--- src/rtl/fifo_pkg.sv ---
// Shared constants and elaboration helpers for the parametrised FIFO.
// Optional almost-full/almost-empty outputs are enabled with PARAM_FIFO_ALMOST_EN.
package fifo_pkg;

    // Defaults match the fixed 8x9 FIFO this block replaces.
    localparam int DEFAULT_DATA_W = 9;
    localparam int DEFAULT_DEPTH  = 8;

    // Pointer width: one extra bit beyond the address distinguishes full from empty.
    function automatic int ptr_width(input int depth);
        return $clog2(depth) + 1;
    endfunction

    // DEPTH must be a power of two so pointers can wrap modulo 2*DEPTH.
    function automatic bit is_pow2(input int depth);
        return (depth >= 2) && ((depth & (depth - 1)) == 0);
    endfunction

endpackage

--- src/rtl/fifo_mem.sv ---
// Simple dual-port RAM: synchronous write, registered read with read-enable.
// The storage array is never reset; only the read register is.
module fifo_mem
    import fifo_pkg::*;
#(
    parameter int DATA_W = DEFAULT_DATA_W,
    parameter int DEPTH  = DEFAULT_DEPTH,
    localparam int AW    = ptr_width(DEPTH) - 1
) (
    input  logic              clk,
    input  logic              rst,
    input  logic              wr_en,
    input  logic [AW-1:0]     wr_addr,
    input  logic [DATA_W-1:0] wr_data,
    input  logic              rd_en,
    input  logic [AW-1:0]     rd_addr,
    output logic [DATA_W-1:0] rd_data
);

    logic [DATA_W-1:0] mem [DEPTH];
    logic [DATA_W-1:0] rd_data_q;
    logic [DATA_W-1:0] rd_data_d;

    // Storage write; contents survive reset and flush.
    always_ff @(posedge clk) begin
        if (wr_en) begin
            mem[wr_addr] <= wr_data;
        end
    end

    // Next read data: load the addressed word on a read, otherwise hold.
    always_comb begin
        rd_data_d = rd_data_q;
        if (rd_en) begin
            rd_data_d = mem[rd_addr];
        end
    end

    // Read register; sees the pre-write word when reading and writing one address.
    always_ff @(posedge clk or negedge rst) begin
        if (!rst) begin
            rd_data_q <= '0;
        end else begin
            rd_data_q <= rd_data_d;
        end
    end

    assign rd_data = rd_data_q;

endmodule

--- src/rtl/param_fifo.sv ---
// Parametrised synchronous FIFO with status and sticky error flags.
// Define PARAM_FIFO_ALMOST_EN to add AF_LVL/AE_LVL and almost_full/almost_empty.
module param_fifo
    import fifo_pkg::*;
#(
    parameter int DATA_W = DEFAULT_DATA_W,
    parameter int DEPTH  = DEFAULT_DEPTH,
`ifdef PARAM_FIFO_ALMOST_EN
    parameter int AF_LVL = DEPTH - 1,
    parameter int AE_LVL = 1,
`endif
    localparam int AW    = ptr_width(DEPTH) - 1
) (
    input  logic              clk,
    input  logic              rst,
    input  logic              flush,
    input  logic              wr_en,
    input  logic [DATA_W-1:0] din,
    input  logic              rd_en,
    output logic [DATA_W-1:0] dout,
    output logic              dout_valid,
    output logic              full,
    output logic              empty,
    output logic [AW:0]       count,
    output logic              overflow,
    output logic              underflow
`ifdef PARAM_FIFO_ALMOST_EN
    ,
    output logic              almost_full,
    output logic              almost_empty
`endif
);

    if (!is_pow2(DEPTH)) begin : g_depth_check
        $error("param_fifo: DEPTH must be a power of two and at least 2");
    end

    localparam logic [AW:0] PTR_ONE = {{AW{1'b0}}, 1'b1};

    logic [AW:0] wr_ptr_q, wr_ptr_d;
    logic [AW:0] rd_ptr_q, rd_ptr_d;
    logic        dout_valid_q, dout_valid_d;
    logic        overflow_q, overflow_d;
    logic        underflow_q, underflow_d;
    logic        wr_acc;
    logic        rd_acc;

    // Status comes only from registered pointers, so no wr_en/rd_en path reaches it.
    assign full  = (wr_ptr_q[AW] != rd_ptr_q[AW]) &&
                   (wr_ptr_q[AW-1:0] == rd_ptr_q[AW-1:0]);
    assign empty = (wr_ptr_q == rd_ptr_q);
    assign count = wr_ptr_q - rd_ptr_q;

    // Accept logic and next state; flush overrides everything and raises no errors.
    always_comb begin
        wr_acc       = 1'b0;
        rd_acc       = 1'b0;
        wr_ptr_d     = wr_ptr_q;
        rd_ptr_d     = rd_ptr_q;
        dout_valid_d = 1'b0;
        overflow_d   = overflow_q;
        underflow_d  = underflow_q;
        if (flush) begin
            wr_ptr_d    = '0;
            rd_ptr_d    = '0;
            overflow_d  = 1'b0;
            underflow_d = 1'b0;
        end else begin
            wr_acc       = wr_en && (!full || rd_en);
            rd_acc       = rd_en && !empty;
            wr_ptr_d     = wr_acc ? wr_ptr_q + PTR_ONE : wr_ptr_q;
            rd_ptr_d     = rd_acc ? rd_ptr_q + PTR_ONE : rd_ptr_q;
            dout_valid_d = rd_acc;
            overflow_d   = overflow_q  || (wr_en && !wr_acc);
            underflow_d  = underflow_q || (rd_en && !rd_acc);
        end
    end

    // Pointer and flag registers.
    always_ff @(posedge clk or negedge rst) begin
        if (!rst) begin
            wr_ptr_q     <= '0;
            rd_ptr_q     <= '0;
            dout_valid_q <= 1'b0;
            overflow_q   <= 1'b0;
            underflow_q  <= 1'b0;
        end else begin
            wr_ptr_q     <= wr_ptr_d;
            rd_ptr_q     <= rd_ptr_d;
            dout_valid_q <= dout_valid_d;
            overflow_q   <= overflow_d;
            underflow_q  <= underflow_d;
        end
    end

    assign dout_valid = dout_valid_q;
    assign overflow   = overflow_q;
    assign underflow  = underflow_q;

`ifdef PARAM_FIFO_ALMOST_EN
    logic [AW:0] count_d;
    logic        almost_full_q, almost_full_d;
    logic        almost_empty_q, almost_empty_d;

    // Thresholds use next occupancy so they change on the same edge as count.
    always_comb begin
        count_d        = wr_ptr_d - rd_ptr_d;
        almost_full_d  = (int'(count_d) >= AF_LVL);
        almost_empty_d = (int'(count_d) <= AE_LVL);
    end

    // Registered threshold flags.
    always_ff @(posedge clk or negedge rst) begin
        if (!rst) begin
            almost_full_q  <= 1'b0;
            almost_empty_q <= 1'b1;
        end else begin
            almost_full_q  <= almost_full_d;
            almost_empty_q <= almost_empty_d;
        end
    end

    assign almost_full  = almost_full_q;
    assign almost_empty = almost_empty_q;
`endif

    fifo_mem #(
        .DATA_W (DATA_W),
        .DEPTH  (DEPTH)
    ) u_mem (
        .clk     (clk),
        .rst     (rst),
        .wr_en   (wr_acc),
        .wr_addr (wr_ptr_q[AW-1:0]),
        .wr_data (din),
        .rd_en   (rd_acc),
        .rd_addr (rd_ptr_q[AW-1:0]),
        .rd_data (dout)
    );

endmodule

--- config.mk ---
export PLATFORM = sky130hd
export DESIGN_NAME = param_fifo
export DESIGN_NICKNAME = d
export VERILOG_FILES = /design/src/rtl/fifo_pkg.sv /design/src/rtl/fifo_mem.sv /design/src/rtl/param_fifo.sv
export SDC_FILE = /design/constraint.sdc
export NUM_CORES = 1
export LEC_CHECK = 0
export CAP_MARGIN = 20
export CORE_ASPECT_RATIO = 0.9
export CORE_UTILIZATION = 52
export CTS_BUF_LIST = sky130_fd_sc_hd__clkbuf_8
export CTS_CLUSTER_DIAMETER = 30
export CTS_CLUSTER_SIZE = 28
export DETAILED_ROUTE_END_ITERATION = 12
export PLACE_DENSITY = 0.74
export SKIP_LAST_GASP = 1
export SYNTH_ARGS = -nofsm -noshare
export SYNTH_HDL_FRONTEND = slang
export SYNTH_SLANG_ARGS = --single-unit
--- constraint.sdc ---
create_clock -name clk -period 4.32 [get_ports clk]
set_clock_uncertainty 0.2 [all_clocks]
set_input_delay 0.648 -clock clk [delete_from_list [all_inputs] [get_ports clk]]
set_output_delay 0.648 -clock clk [all_outputs]
set_load 0.02 [all_outputs]
-- After elaboration in Yosys (flattened, before gate mapping)
Memories as Yosys holds them, arrays and structs flattened. A register that Yosys moved wholly into a read port is not among the register bits.
Cells that the tools add are included.
- muxes and demuxes: 10
- reductions and logical operators: 15
- equal/unequal tests: 3
- add/sub/neg operators: 3
- operator list (cell ; count):
    4-bit two-way mux ; 4
    4-bit by 1-bit adder with 4-bit output, second input constant ; 2
    1-bit two-way mux ; 6
    1-bit logical AND ; 5
    1-bit logical NOT ; 5
    4-bit == test ; 1
    2-bit nonzero test ; 2
    4-bit subtractor ; 1
    3-bit == test ; 1
    1-bit logical OR ; 3
    1-bit inequality test ; 1
- logic and storage cells: 37
- output and inout port bits: 18
- RAM bits: 72
- memories kept: 1
- flip-flop bits (word level): 11
- memories (memory ; words ; width ; rd ports ; clocked after memory_dff ; write ports ; RTL line ; text):
    u_mem.mem ; 8 ; 9 ; 1 ; 1 ; 1 ; fifo_mem.sv:20 ; logic [DATA_W-1:0] mem [DEPTH];

-- Logic depth before layout (Yosys ltp)
- depth after elaboration: 9
- gate-level depth with buffers: 8

-- Cells and area by module
A second synthesis with hierarchy kept.
- cells, all modules: 254
- area, all modules: 3916.3 um^2
- by module, submodules not included (module ; area an instance (um^2) ; instances ; cells each):
    fifo_mem ; 3256.9 ; 1 ; 188
    param_fifo ; 659.4 ; 1 ; 66

-- Least setup slack after synthesis
Ideal clock, no wire load.
- path kind: register to register
- from: reg rd_ptr_q[2]
- to: mem u_mem.mem[4][0] in the netlist's numbering (enable)
- data arrival time: 2.510 ns
- path slack: 1.223 ns
- cell stages (with the launch flop): 8
- required time: 3.733 ns
- buffers on the path: 1
- setup time: 0.387 ns
- path through: dfrtp_1 > clkbuf_1 > inv_1 > ha_1 > nand3_1 > o31ai_4 > nand2b_1 > nor3_1
- longest elaborated chain between the ends: 8
- RTL lines (item ; RTL line ; text):
    start, declared ; param_fifo.sv:41 ; logic [AW:0] rd_ptr_q, rd_ptr_d;
    start signal, assigned ; param_fifo.sv:89 ; rd_ptr_q <= rd_ptr_d;
    3-bit == test ; param_fifo.sv:50 ; (wr_ptr_q[AW-1:0] == rd_ptr_q[AW-1:0]);
    1-bit logical AND ; param_fifo.sv:49 ; assign full = (wr_ptr_q[AW] != rd_ptr_q[AW]) &&
    1-bit logical NOT ; param_fifo.sv:69 ; wr_acc = wr_en && (!full || rd_en);
    1-bit logical OR ; param_fifo.sv:69 ;
    1-bit logical AND ; param_fifo.sv:69 ;
    1-bit two-way mux ; param_fifo.sv:63 ; if (flush) begin
    1-bit two-way mux ; fifo_mem.sv:26 ; if (wr_en) begin
    1-bit two-way mux (implied by the code) ; fifo_mem.sv:27 ; mem[wr_addr] <= wr_data;
    end, declared ; fifo_mem.sv:20 ;
Every way passes these cells.

-- Worst setup path in the final report
- from: reg rd_ptr_q[2]
- to: out empty
- longest elaborated chain between the ends: 1
- RTL lines (item ; RTL line ; text):
    4-bit == test ; param_fifo.sv:51 ; assign empty = (wr_ptr_q == rd_ptr_q);
    end, declared ; param_fifo.sv:23 ; output logic empty,
Every way passes these cells.

==> results.md <==
* Most frequent cells in the layout: sky130_fd_sc_hd__edfxtp_1 (72), sky130_fd_sc_hd__clkdlybuf4s50_1 (31), sky130_fd_sc_hd__dfrtp_1 (20)
* TritonCTS Buffers at 9
* Synthesis-to-finish area growth at 17.3%
* Crit path max-delay family: buffers and inverters
* Maximum clock frequency at approximately 280 MHz
* Most common cell after layout, fill and taps aside: sky130_fd_sc_hd__edfxtp_1
* Post CTS Setup Buffer Count at 0
* Worst-margin pin slew at around 900 ps
* Sum of overflow across all layers after global routing at 0
* Arrival @ worst endpoint at around 2700 ps
* Nature of the critical path endpoint: primary output
* Internal power summed over all cells at 1.59 mW
* Die ar. at 0.00752 mm2
* Slew margin rel. at 40.4%
* Count of inserted antenna diode cells at 0
* Switching Power at slightly below 600 uW
* Detailed-route vias per instance at between 5 and 6
* Clock Tree Root: sky130_fd_sc_hd__clkbuf_8
* Leading post-synthesis cells by cell area: sky130_fd_sc_hd__edfxtp_1 (58%), sky130_fd_sc_hd__dfrtp_1 (13%), sky130_fd_sc_hd__mux4_2 (11%), sky130_fd_sc_hd__mux2i_1 (3.0%), sky130_fd_sc_hd__ha_1 (1.7%)
* Synth Warn # at 0
* Hold path start: u_mem.rd_data[0]
* Outcome: complete, no violations
* Routed vias at 1893
* Worst-Skew Late Latency at between 300 and 400 ps
* # IOs at 32
* Largest fanout on the critical path at 11
* Compound-Gate Fraction of Synth Area at about 3.6%
* Required time at the worst-slack endpoint at around 3500 ps
* Total Neg Setup Slack at 0 ps
* Source of the critical timing path: rd_ptr_q[2]
* Part of the cycle the worst path needs at about 82%
* Synthesis-stage register bit count at 92
* Total count of hold-check failures in the final report at 0
* Post-DP HPWL at roughly 4 mm
* Number of placed instances, taps included at between 300 and 400
* Max-cap violation count at 0
* Class of the most critical setup path: flop to primary output
* Number of violations reported at the end of detailed-routing iteration 0 at 97
* DRC violations left at 0
* Largest family of logic cells by synthesized area: multiplexers
* Layout cell share with drive strength beyond 1 at 17.5%
* Initial core utilization at between 50% and 60%
* Iteration count of the initial detailed-routing pass at 4
* Synth cell types at 31
* Power density over the cells at roughly 500 mW/mm2
* Origin of the critical flop-to-flop path: rd_ptr_q[2]
* Register area at 0.00266 mm2
* Vias in the first global route at about 1900
* Critical-path cell with the highest stage delay: sky130_fd_sc_hd__dfrtp_1
* Clk sink count at 92
* Share of the synthesized netlist area taken by xor and xnor gates at under 10%
* Sequential cell area fraction in the yosys report at around 70%
* GRT Total Usage at a little under a fifth
* Cell taking the most area after synthesis: sky130_fd_sc_hd__edfxtp_1
* Clock Tree Buf Depth at 2
* H-tree lvl count at 3
* Core box area at about 0.0068 mm2
* Sequential group share of total power at a little under half
* Quantity of I/O buffers inserted on ports at 31
* Portion of synthesized cell area occupied by the leading cell type at 57.9%
* Vertical extent of the die at just over 80 um
* CP Launch Type: flop
* Combinational cell fraction of total power at ~23%
* Async set-or-reset flop fraction in the synthesized netlist at a little over a fifth
* Post-synthesis cell count at roughly 210
* Final worst path period need at 3550 ps
* Max-slew violation count at 0
* Leakage component of the power at ~1.5 nW
* Post-cts gate resize count at 0
* Cell area after technology mapping at roughly 0.0037 mm2
* DR WL/cell at around 18 um
* Setup repair after global routing missed its margin: no
* Nets in the synthesized netlist at about 230
* Clk pin slew, worst setup/hold paths at 90 ps
* Maximum number of pins on one net before global-route repair at 24
* Switch share at 27.1%
* Filler instances at just under 500
* Adder-cell area share of the yosys netlist at 2.21%
* Antenna violations before repair at 0
* Most used DFF post-synth: sky130_fd_sc_hd__edfxtp_1
* Total area of multi-input combinational cells at around 0.0010 mm2
* Sum of routed wire length over all layers at a little over 6 mm
* CTS tree: yes
* IR drop worst, VDD at 0.000340 V
* HP Class: flop to flop
* Global-route wire length before repair at a little under 10 mm
* Post-route non-filler standard cell count at ~350
* Std-Cell Rows at 28
* Post-synth EDFFs at between 70 and 80
* DIE WIDTH at 91.3 um
* Number of antenna-violating nets in the routed design at 0
* Area fraction in and, or, nand and nor cells after synthesis at 4.76%
* Buffering stage count on the worst path with inverters included at 2
* Number of hold-repair buffers added at the cts stage at 0
* Clock share of power at 28.7%
* Post-layout net count at 272
* Critical path's largest stage delay at 690 ps
* Final RePlAce weighted congestion at approximately 0.76
* Fraction of synthesized area in multiplexers at roughly 14%
* Critical path, cell by cell: inv_1 -> ha_1 -> nand3_1 -> nor2_1 -> clkdlybuf4s50_1
* Finish-stage setup viols at 0
* Average cell area after synthesis at 17.5 um2
[power groups by stage]
stage	logic (mW)	registers (mW)	clock network, mW
finish	0.507	1.05	0.626
detailed placement	0.512	1.07	0
global placement	0.508	1.07	0
global route	0.557	1.06	0.665
floorplan	0.244	1.12	0
CTS	0.513	1.05	0.640
[metal layers]
metal	up-vias	GRT usage (%)	share of wire, %
met2	60	27.0	44
met4	0	5.71	0.99
met5	-	0	0
met1	935	27.6	48
li1	889	-	-
met3	9	5.49	6.5
[kinds of logic (layout without fill, tap and decap cells)]
family                   Yosys count  in the layout
buffers and inverters             17             61
multiplexers                      30             30
AO/OA/AOI/OAI                     20             20
AND/OR/NAND/NOR                   41             41
adder cells (fa/ha/maj)            6              6
XOR/XNOR                           7              7
flip-flops                        92             92
[worst paths after layout]
kind                                     to  slack, ps  depth (start not counted)
min                        u_mem.rd_data[0]        280                          2
max in group asynchronous       wr_ptr_q[2]       2770                          1
max                                   empty        770                          5
min reg2reg                u_mem.rd_data[0]        280                          2
min in group asynchronous        dout_valid        590                          1
max reg2reg                 u_mem.mem[5][6]       1170                          6
[worst min-delay path: cells and delay by family, from the launching register on]
kind | cells | cell delay [ps]
flip-flops | 1 | 350
AO/OA/AOI/OAI | 1 | 50
AND/OR/NAND/NOR | 1 | 40
[layout make-up]
class                           instances  area share [%]
Sequential cell                        92            60.8
Timing Repair Buffer                   35            7.77
Tap cell                               90            2.57
Clock inverter                          7            2.26
Multi-Input combinational cell        104            22.9
Clock buffer                            9            2.83
Inverter                               10           0.857
[cells in the mapped netlist (2+ instances only)]
cell	number
sky130_fd_sc_hd__inv_1	10
sky130_fd_sc_hd__clkbuf_1	3
sky130_fd_sc_hd__ha_1	5
sky130_fd_sc_hd__nand3_1	3
sky130_fd_sc_hd__nor2_1	16
sky130_fd_sc_hd__mux4_2	18
sky130_fd_sc_hd__o211ai_1	2
sky130_fd_sc_hd__xnor2_1	4
sky130_fd_sc_hd__o21ai_0	10
sky130_fd_sc_hd__dfrtp_1	20
sky130_fd_sc_hd__nor3_1	3
sky130_fd_sc_hd__nand2b_1	2
sky130_fd_sc_hd__a21oi_1	4
sky130_fd_sc_hd__edfxtp_1	72
sky130_fd_sc_hd__buf_2	3
sky130_fd_sc_hd__mux2i_1	11
sky130_fd_sc_hd__nand2_1	13
[flip-flops by register name, indices dropped and copies added (netlist names)]
| signal | count |
|---|---|
| u_mem.mem | 72 |
| u_mem.rd_data | 9 |
| rd_ptr_q | 4 |
| wr_ptr_q | 4 |
| dout_valid | 1 |
| overflow | 1 |
| underflow | 1 |
[through the flow]
stage / util (%) / cell area (um2) / worst slack (ps) / total power, mW / hold WS, ps
after global placement: 61.5 / 4160 / 1220 / 1.57 / 263
final: 64.7 / 4380 / 772 / 2.18 / 280
after detailed placement: 61.5 / 4160 / 1110 / 1.58 / 270
after floorplan: - / 3730 / 1220 / 1.37 / 152
after global routing: 64.7 / 4380 / 573 / 2.28 / 323
after CTS: 64.7 / 4380 / 741 / 2.20 / 290
Power figures use the tool's default switching activity.
